### src/rtl/uart_rx_fifo.sv
// uart_rx_fifo -- receive FIFO stage between uart_rx and the register block.
//
// Each character from uart_rx is stored with its error flags as
// {BI, FE, PE, data}. The head entry is shown on the read side as a
// first-word-fall-through queue. The block also produces the LSR receive
// status (DR, OE, error-in-FIFO), the FCR trigger-level interrupt condition
// and, optionally, the character timeout. With fifo_en low the queue
// collapses to a single 16450-style holding register.
//
// Optional feature: define UART_RX_FIFO_TIMEOUT_EN to build the character
// timeout counter. When it is undefined, timeout is tied low and char_tick
// is ignored.
//
// Ports:
//   clk, rst        clock; asynchronous active-low reset
//   wr_valid        push strobe (uart_rx data_ready)
//   wr_data         received character
//   wr_parity_err   parity error for the pushed character
//   wr_framing_err  framing error for the pushed character
//   rd_en           RBR read strobe, pops the head entry
//   fifo_en         FCR[0]; 0 = single holding register mode
//   clear           FCR[1] receiver FIFO reset pulse
//   trig_sel        FCR[7:6] trigger level select (1/4/8/14)
//   lsr_rd          LSR read strobe, clears overrun
//   char_tick       one pulse per character time
//   rd_data         head character (0 when empty)
//   rd_parity_err   head entry PE
//   rd_framing_err  head entry FE
//   rd_break        head entry BI
//   data_avail      LSR[0] DR
//   overrun         LSR[1] OE, sticky
//   fifo_err        LSR[7], at least one stored entry carries an error
//   trigger_hit     receive-data-available interrupt condition
//   timeout         character timeout interrupt condition
//   count           current occupancy
module uart_rx_fifo #(
  parameter int DEPTH  = 16,
  parameter int DATA_W = 8
) (
  input  logic                     clk,
  input  logic                     rst,
  input  logic                     wr_valid,
  input  logic [DATA_W-1:0]        wr_data,
  input  logic                     wr_parity_err,
  input  logic                     wr_framing_err,
  input  logic                     rd_en,
  input  logic                     fifo_en,
  input  logic                     clear,
  input  logic [1:0]               trig_sel,
  input  logic                     lsr_rd,
  input  logic                     char_tick,
  output logic [DATA_W-1:0]        rd_data,
  output logic                     rd_parity_err,
  output logic                     rd_framing_err,
  output logic                     rd_break,
  output logic                     data_avail,
  output logic                     overrun,
  output logic                     fifo_err,
  output logic                     trigger_hit,
  output logic                     timeout,
  output logic [$clog2(DEPTH):0]   count
);

  localparam int AW = $clog2(DEPTH);
  localparam int CW = AW + 1;

  typedef struct packed {
    logic              brk;
    logic              fe;
    logic              pe;
    logic [DATA_W-1:0] data;
  } entry_t;

  entry_t          mem [DEPTH];
  entry_t          new_entry;
  entry_t          head;
  logic [AW-1:0]   rd_ptr;
  logic [AW-1:0]   wr_ptr;
  logic [CW-1:0]   err_cnt;
  logic [CW-1:0]   cap;
  logic [CW-1:0]   trig_lvl;
  logic            fifo_en_q;
  logic            flush;
  logic            full;
  logic            pop;
  logic            push;
  logic            overwrite;
  logic            ovr_set;
  logic            new_err;
  logic            head_err;

  function automatic logic [CW-1:0] clamp_lvl(input int lvl);
    return (lvl > DEPTH) ? CW'(DEPTH) : CW'(lvl);
  endfunction

  // A mode change invalidates the queue layout, so it flushes like clear.
  assign flush = clear || (fifo_en != fifo_en_q);
  assign cap   = fifo_en ? CW'(DEPTH) : CW'(1);
  assign full  = (count >= cap);

  assign pop       = !flush && rd_en && (count != '0);
  assign push      = !flush && wr_valid && (!full || pop);
  // Holding-register mode keeps the newest character on overrun.
  assign overwrite = !flush && wr_valid && full && !pop && !fifo_en;
  assign ovr_set   = !flush && wr_valid && full && !pop;

  always_comb begin
    new_entry.brk  = wr_framing_err && (wr_data == '0);
    new_entry.fe   = wr_framing_err;
    new_entry.pe   = wr_parity_err;
    new_entry.data = wr_data;
  end

  assign head     = (count != '0) ? mem[rd_ptr] : '0;
  assign new_err  = new_entry.brk | new_entry.fe | new_entry.pe;
  assign head_err = head.brk | head.fe | head.pe;

  // NOTE: all state uses non-blocking assignments so every register samples
  // the pre-edge values regardless of statement order.
  always_ff @(posedge clk or negedge rst) begin
    if (!rst) begin
      rd_ptr    <= '0;
      wr_ptr    <= '0;
      count     <= '0;
      err_cnt   <= '0;
      overrun   <= 1'b0;
      fifo_en_q <= 1'b0;
    end else begin
      fifo_en_q <= fifo_en;
      // A new overrun wins over a same-cycle LSR read.
      if (ovr_set)     overrun <= 1'b1;
      else if (lsr_rd) overrun <= 1'b0;

      if (flush) begin
        rd_ptr  <= '0;
        wr_ptr  <= '0;
        count   <= '0;
        err_cnt <= '0;
      end else begin
        if (pop)  rd_ptr <= rd_ptr + 1'b1;
        if (push) wr_ptr <= wr_ptr + 1'b1;
        if (push && !pop)      count <= count + 1'b1;
        else if (pop && !push) count <= count - 1'b1;
        err_cnt <= err_cnt + CW'(new_err && (push || overwrite))
                           - CW'(head_err && (pop || overwrite));
      end
    end
  end

  // NOTE: the storage array has no reset; the count gates every read, so
  // stale contents are never visible and the array can map to plain RAM.
  always_ff @(posedge clk) begin
    if (push)           mem[wr_ptr] <= new_entry;
    else if (overwrite) mem[rd_ptr] <= new_entry;
  end

  // NOTE: every branch of the case assigns trig_lvl, so no latch is inferred.
  always_comb begin
    case (trig_sel)
      2'b00:   trig_lvl = clamp_lvl(1);
      2'b01:   trig_lvl = clamp_lvl(4);
      2'b10:   trig_lvl = clamp_lvl(8);
      default: trig_lvl = clamp_lvl(14);
    endcase
  end

  assign rd_data        = head.data;
  assign rd_parity_err  = head.pe;
  assign rd_framing_err = head.fe;
  assign rd_break       = head.brk;
  assign data_avail     = (count != '0);
  assign fifo_err       = fifo_en && (err_cnt != '0);
  assign trigger_hit    = fifo_en ? (count >= trig_lvl) : data_avail;

`ifdef UART_RX_FIFO_TIMEOUT_EN
  logic [1:0] to_cnt;
  logic       activity;
  logic       qual_tick;

  assign activity  = push || pop || overwrite;
  assign qual_tick = char_tick && fifo_en && (count != '0) && !activity;

  // The counter parks at 3; the fourth qualifying tick raises timeout,
  // which then holds until the queue is touched or flushed.
  always_ff @(posedge clk or negedge rst) begin
    if (!rst) begin
      to_cnt  <= 2'd0;
      timeout <= 1'b0;
    end else if (flush || activity) begin
      to_cnt  <= 2'd0;
      timeout <= 1'b0;
    end else if (qual_tick) begin
      if (to_cnt == 2'd3) timeout <= 1'b1;
      else                to_cnt  <= to_cnt + 2'd1;
    end
  end
`else
  logic unused_char_tick;
  assign unused_char_tick = char_tick;
  assign timeout          = 1'b0;
`endif

endmodule

### config.mk
export PLATFORM = sky130hd
export DESIGN_NAME = uart_rx_fifo
export DESIGN_NICKNAME = d
export VERILOG_FILES = /design/src/rtl/uart_rx_fifo.sv
export SDC_FILE = /design/constraint.sdc
export NUM_CORES = 1
export LEC_CHECK = 0
export CAP_MARGIN = 15
export CORE_ASPECT_RATIO = 1.4
export CORE_UTILIZATION = 60
export DETAILED_ROUTE_END_ITERATION = 16
export PLACE_DENSITY = 0.76
export SYNTH_ARGS = -nofsm -noshare
export SYNTH_HDL_FRONTEND = slang
export SYNTH_SLANG_ARGS = --single-unit
### constraint.sdc
create_clock -name clk -period 5.8 [get_ports clk]
set_input_delay 0.58 -clock clk [delete_from_list [all_inputs] [get_ports clk]]
set_output_delay 0.58 -clock clk [all_outputs]
set_load 0.05 [all_outputs]
Yosys cells after proc, flatten, opt, wreduce, memory -nomap -nowiden:

Memories as Yosys holds them, arrays and structs flattened.
Cells that the tools add are included.

* memory bits (writable): 176
* memories kept: 1
* input port bits: 20
* bits in registers: 20

* add/subtract/negate cells: 6
* multiplexer cells: 22
* reduce and logical (&&, ||, !) cells: 31
* order comparisons: 2
* eq/ne operators: 3
* bitwise operators: 4

Memory list
* mem: words 16, width 11, rd ports 1, clocked after Yosys merged registers in 0, write ports 1, line 74 `entry_t mem [DEPTH];`

Operators by type and width (count)
* 5-bit 2-to-1 mux: 5
* 11-bit 2-to-1 mux: 2
* 4-bit 2-to-1 mux: 5
* 1-bit logical AND: 13
* 4-bit case mux with 3 select lines: 1
* 11-bit OR reduction: 1
* 5-bit greater-or-equal comparator: 2
* 5-bit nonzero test: 2
* 1-bit 2-to-1 mux: 9
* 4-bit by 1-bit adder with 4-bit output, second input constant: 2
* 8-bit logical NOT: 1
* 2-bit nonzero test: 3
* 5-bit by 1-bit adder with 5-bit output: 1
* 5-bit by 1-bit adder with 5-bit output, second input constant: 1
* 1-bit logical NOT: 5
* 5-bit by 1-bit subtractor with 5-bit output: 1
* 5-bit by 1-bit subtractor with 5-bit output, second input constant: 1
* 1-bit logical OR: 4
* 1-bit OR: 4
* 3-bit nonzero test: 1
* 2-bit by 1-bit == test with 1-bit output, second input constant: 1
* 2-bit == test, second input constant: 1
* 2-bit logical NOT: 1
* 1-bit != test: 1

Logic depth before layout (Yosys ltp):

* depth after elaboration: 13
* gate-level depth with buffers: 15
* depth with buffers taken out: 15

Least setup slack after synthesis:

OpenSTA, ideal clock, no wires.

* kind: reg2reg
* from: register count[1]
* to: register err_cnt[4]
* setup slack: 1.560 ns
* data required time: 5.722 ns
* path buffers: 1
* stages on the path, launching flop included: 14
* arrival: 4.162 ns
* period minus slack after synthesis: 4.240 ns
* setup time: 0.078 ns
* path through: dfrtp_1 > or3_4 > nor3_1 > clkbuf_1 > a211oi_1 > o311a_1 > ha_1 > inv_1 > ha_1 > fa_1 > a21oi_1 > nor2_1 > or3_1 > a21oi_1

* elaborated cells between the ends (all ways): 20
* those cells by class: 2 x add/sub; 1 x order compare; 2 x mux; 2 x bitwise; 13 x reduce/logical

RTL lines
* start: declaration: line 61 `output logic [$clog2(DEPTH):0] count`
* start signal: assignment: line 142 `if (push && !pop) count <= count + 1'b1;`
* start signal: assignment: line 143 `else if (pop && !push) count <= count - 1'b1;`
* 5-bit nonzero test: line 114 `assign head = (count != '0) ? mem[rd_ptr] : '0;`
* 11-bit 2-to-1 mux: line 114
* via rd_framing_err: line 54 `output logic rd_framing_err,`
* 1-bit OR (2 in a row): line 116 `assign head_err = head.brk | head.fe | head.pe;`
* 1-bit logical AND: line 145 `- CW'(head_err && (pop || overwrite));`
* 5-bit by 1-bit subtractor with 5-bit output: line 145
* 5-bit 2-to-1 mux: line 134 `if (flush) begin`
* end signal: assignment: line 144 `err_cnt <= err_cnt + CW'(new_err && (push || overwrite))`
* end: declaration: line 79 `logic [CW-1:0] err_cnt;`

The timed path passes the listed nets, and every way through them passes these cells.
A chain may end at the register's enable or synchronous reset.

Final worst setup path:

* from: register rd_ptr[1]
* to: output rd_data[1]

* cells in the longest elaborated chain, start to end: 2

Ends and longest elaborated chain
* start: declaration: line 77 `logic [AW-1:0] rd_ptr;`
* start signal: assignment: line 140 `if (pop) rd_ptr <= rd_ptr + 1'b1;`
* memory 16 x 11 bit
* 11-bit 2-to-1 mux: line 114
* end: declaration: line 52 `output logic [DATA_W-1:0] rd_data,`

No other way between the ends.

==> metrics.md <==
| Metric | Value |
|---|---|
| Min Tclk post-route | `roughly 4.8 ns` |
| Final net count | `just under 600` |
| Die ar. | `0.0147 sq mm` |
| Routed len/inst | `24.5 um` |
| Crit Path Category | `flop to output port` |
| Sw Share | `about a quarter` |
| Total length of routed wires | `~18000 um` |
| Mapped Nets | `about 540` |
| Leak | `3.19 nW` |
| Power density over the cells | `about 340 mW/mm^2` |
| Final Hold Viols | `0` |
| Mapped Cells | `between 500 and 600` |
| Final ANT Viol Nets | `0` |
| VDD IR max | `approximately 0.24 mV` |
| Post-CTS Setup Inserts | `0` |
| Sw Pwr | `roughly 0.81 mW` |
| DR iter-0 viols | `roughly 400` |
| Logic pwr share | `13.7%` |
| Reg2reg end | `err_cnt[4]$_DFF_PN0_` |
| Crit path max fanout | `22` |
| Total Routing Usage GR | `roughly 27%` |
| R2R setup slack | `1.35 ns` |
| Vias per Instance | `around 6.5` |
| First-pass GRT wire length | `approximately 28000 um` |
| Worst-Skew Late Latency | `approximately 0.43 ns` |
| Finish-stage setup viols | `0` |
| Worst hold stages | `2` |
| Outcome | `completed` |
| Post-synth top area cell | `edfxtp_1` |
| Layout cells sized above 1 | `around 16%` |
| Sum Neg Setup Slack | `0 ns` |
| Number of CTS-inserted buffers | `17` |
| Worst Tran Pin Value | `slightly below 1 ns` |
| Register area share after synthesis | `about two thirds` |
| Slew Limit Fails | `0` |
| Bufs on Longest Clock Path | `2` |
| Internal power | `~2.5 mW` |
| Site Rows | `between 50 and 60` |
| TritonCTS clock tree | `built` |
| Final cell count without fillers | `around 760` |
| N_diodes | `0` |
| Initial Utilization | `between 60% and 70%` |
| Root Buffer | `clkbuf_16` |
| Final Wtd Congestion | `0.834` |
| Largest net degree at the start of global routing | `49` |
| MaxCap Viol Count | `0` |
| Number of global-route vias before repair | `about 5000` |
| Hold Crit Class | `flop to flop` |
| Setup crit end kind | `output port` |
| CTS Sinks | `about 200` |
| Ranking of synthesized cells by area | `edfxtp_1 62%, mux4_2 7.4%, dfrtp_1 5.9%, mux2i_1 4.5%, ha_1 2.5%` |
| Ports | `between 40 and 50` |
| Total grt overflow | `0` |
| Yosys synthesis warning count | `0` |
| Die Span Y | `143 um` |
| H-tree depth reported by CTS | `4` |
| WHS Endpoint | `overrun$_DFFE_PN0P_` |
| Worst Skew | `0.00966 ns` |
| Relative slew slack | `between 30% and 40%` |
| Via count | `just under 5000` |
| Hold_sp | `overrun$_DFFE_PN0P_` |
| Final worst path period share | `slightly above 80%` |
| Cell Area, Synth | `between 0.008 and 0.009 sq mm` |
| Yosys cell types | `51` |
| Clock Power Share | `38.3%` |
| RSZ-0062 raised after global routing | `false` |
| FMAX | `approximately 210 MHz` |
| Die width | `103 um` |
| Placeable Area | `0.0139 sq mm` |
| Initial antenna violation count | `0` |
| Port buffer count | `38` |
| Required time worst endpoint | `~5.2 ns` |
| First-pass DRT Iterations | `5` |
| Crit path arrival time | `4.21 ns` |
| Register bit total from synthesis | `196` |
| DRC | `0` |
| Worst-path clk slew | `around 0.06 ns` |
| Syn Area/Cell | `around 17 sq um` |
| Hpwl dp | `approximately 12000 um` |
| Placed insts | `just over 700` |
| CTS resizes | `0` |
| Critical path startpoint category | `flop` |
| Sequential Power Share | `about half` |
| Top cell type's share of synthesized area | `62.0%` |
| CTS Hold Bufs | `0` |
| P&R area growth vs syn | `14.3%` |
| Reg-to-Reg Start | `rd_ptr[1]$_DFFE_PN0P_` |
| Reg2Reg Depth | `14` |
## metrics by stage
stage                     setup slack, ns  hold slack, ns  total power [mW]  area [sq um]  util, %
after floorplan                      1.56           0.284              1.91          8530        -
after global routing                0.918           0.558              3.38          9750     70.1
after global placement               1.39           0.516              2.05          9110     65.5
final                                1.01           0.533              3.29          9750     70.1
after detailed placement             1.30           0.534              2.06          9110     65.5
after CTS                            1.03           0.545              3.31          9740     70.0
## worst max-delay path, stage by stage (launching register included)
cell	delay, ns
dfrtp_1	0.83
buf_4	0.46
nand2_1	0.51
o221ai_1	0.41
o21ai_0	0.17
a211oi_1	0.48
clkdlybuf4s50_1	0.90
## cells in the final DEF (no fill, tap or decap), types with 12 or more instances in the layout
master	n
o21ai_0	17
mux2i_1	38
inv_1	13
edfxtp_1	176
nor2_1	18
a211oi_1	12
clkdlybuf4s50_1	38
a22oi_1	16
clkbuf_16	17
dfrtp_1	19
ha_1	17
buf_4	21
mux4_2	28
## sequential cells by signal, summed over array words and instances, names as in the netlist
signal,cells
mem,176
count,5
err_cnt,5
rd_ptr,4
wr_ptr,4
fifo_en_q,1
overrun,1
## final cells by class
type	count	area, sq um
Clock inverter	14	206
Sequential cell	196	5790
Clock buffer	18	429
Fill cell	972	4160
Multi-Input combinational cell	269	2500
Inverter	13	48.8
Timing Repair Buffer	60	546
Tap cell	185	231
## power by group through the flow
| stage | Clock, mW | Combinational (mW) | Sequential (mW) |
|---|---|---|---|
| after floorplan | 0 | 0.294 | 1.61 |
| after global placement | 0 | 0.438 | 1.61 |
| after detailed placement | 0 | 0.449 | 1.61 |
| after CTS | 1.27 | 0.452 | 1.58 |
| after global routing | 1.32 | 0.479 | 1.59 |
| final | 1.26 | 0.450 | 1.58 |
## cells in the mapped netlist (all sizes together)
cell	instances
o32ai	8
buf	11
o21a	2
clkbuf	15
fa	2
and3	1
nand3b	1
o31ai	1
a31oi	2
nor3	3
o221ai	8
a22oi	16
and2b	1
xor2	5
and2	3
o22ai	10
xnor2	5
conb	1
mux4	28
nand3	9
a211oi	12
a21o	3
nor4	2
mux2	2
nand2	10
or3	3
o311a	1
or2	1
and4	1
mux2i	38
nand4b	9
edfxtp	176
nor2	18
nand4	3
a21oi	10
nor2b	4
dfrtp	20
a22o	1
or4	2
inv	13
ha	17
o211ai	4
nand2b	3
o21ai	19
## worst max-delay path by stage
stage / start / endpoint / slack, ns
3_3_place_gp: fifo_en / err_cnt[4]$_DFF_PN0_ / 1.39
4_1_cts: rd_ptr[1]$_DFFE_PN0P_ / rd_data[1] / 1.03
2_1_floorplan: count[1]$_DFFE_PN0P_ / err_cnt[4]$_DFF_PN0_ / 1.56
3_5_place_dp: fifo_en / err_cnt[4]$_DFF_PN0_ / 1.30
6_report: rd_ptr[1]$_DFFE_PN0P_ / rd_data[1] / 1.01
5_1_grt: rd_ptr[1]$_DFFE_PN0P_ / rd_data[7] / 0.92
## logic make-up (layout without fill, tap and decap cells)
family	count (synthesis)	count (layout)	share of synthesized area (%)
AO/OA/AOI/OAI	97	97	7.95
XOR/XNOR	10	10	1.03
adder cells (fa/ha/maj)	19	19	2.96
buffers and inverters	39	105	2.92
flip-flops	196	196	67.9
multiplexers	68	68	12.1
other	1	1	0.0440
AND/OR/NAND/NOR	74	74	5.12
## metal layers
metal	part of all wire [%]	vias to the layer above	global-route usage (%)
li1	-	2145	-
met1	36	2486	32.9
met2	53	238	47.9
met3	6.4	51	4.70
met4	4.0	0	12.9
met5	0	-	0
Power figures use the tool's default switching activity.
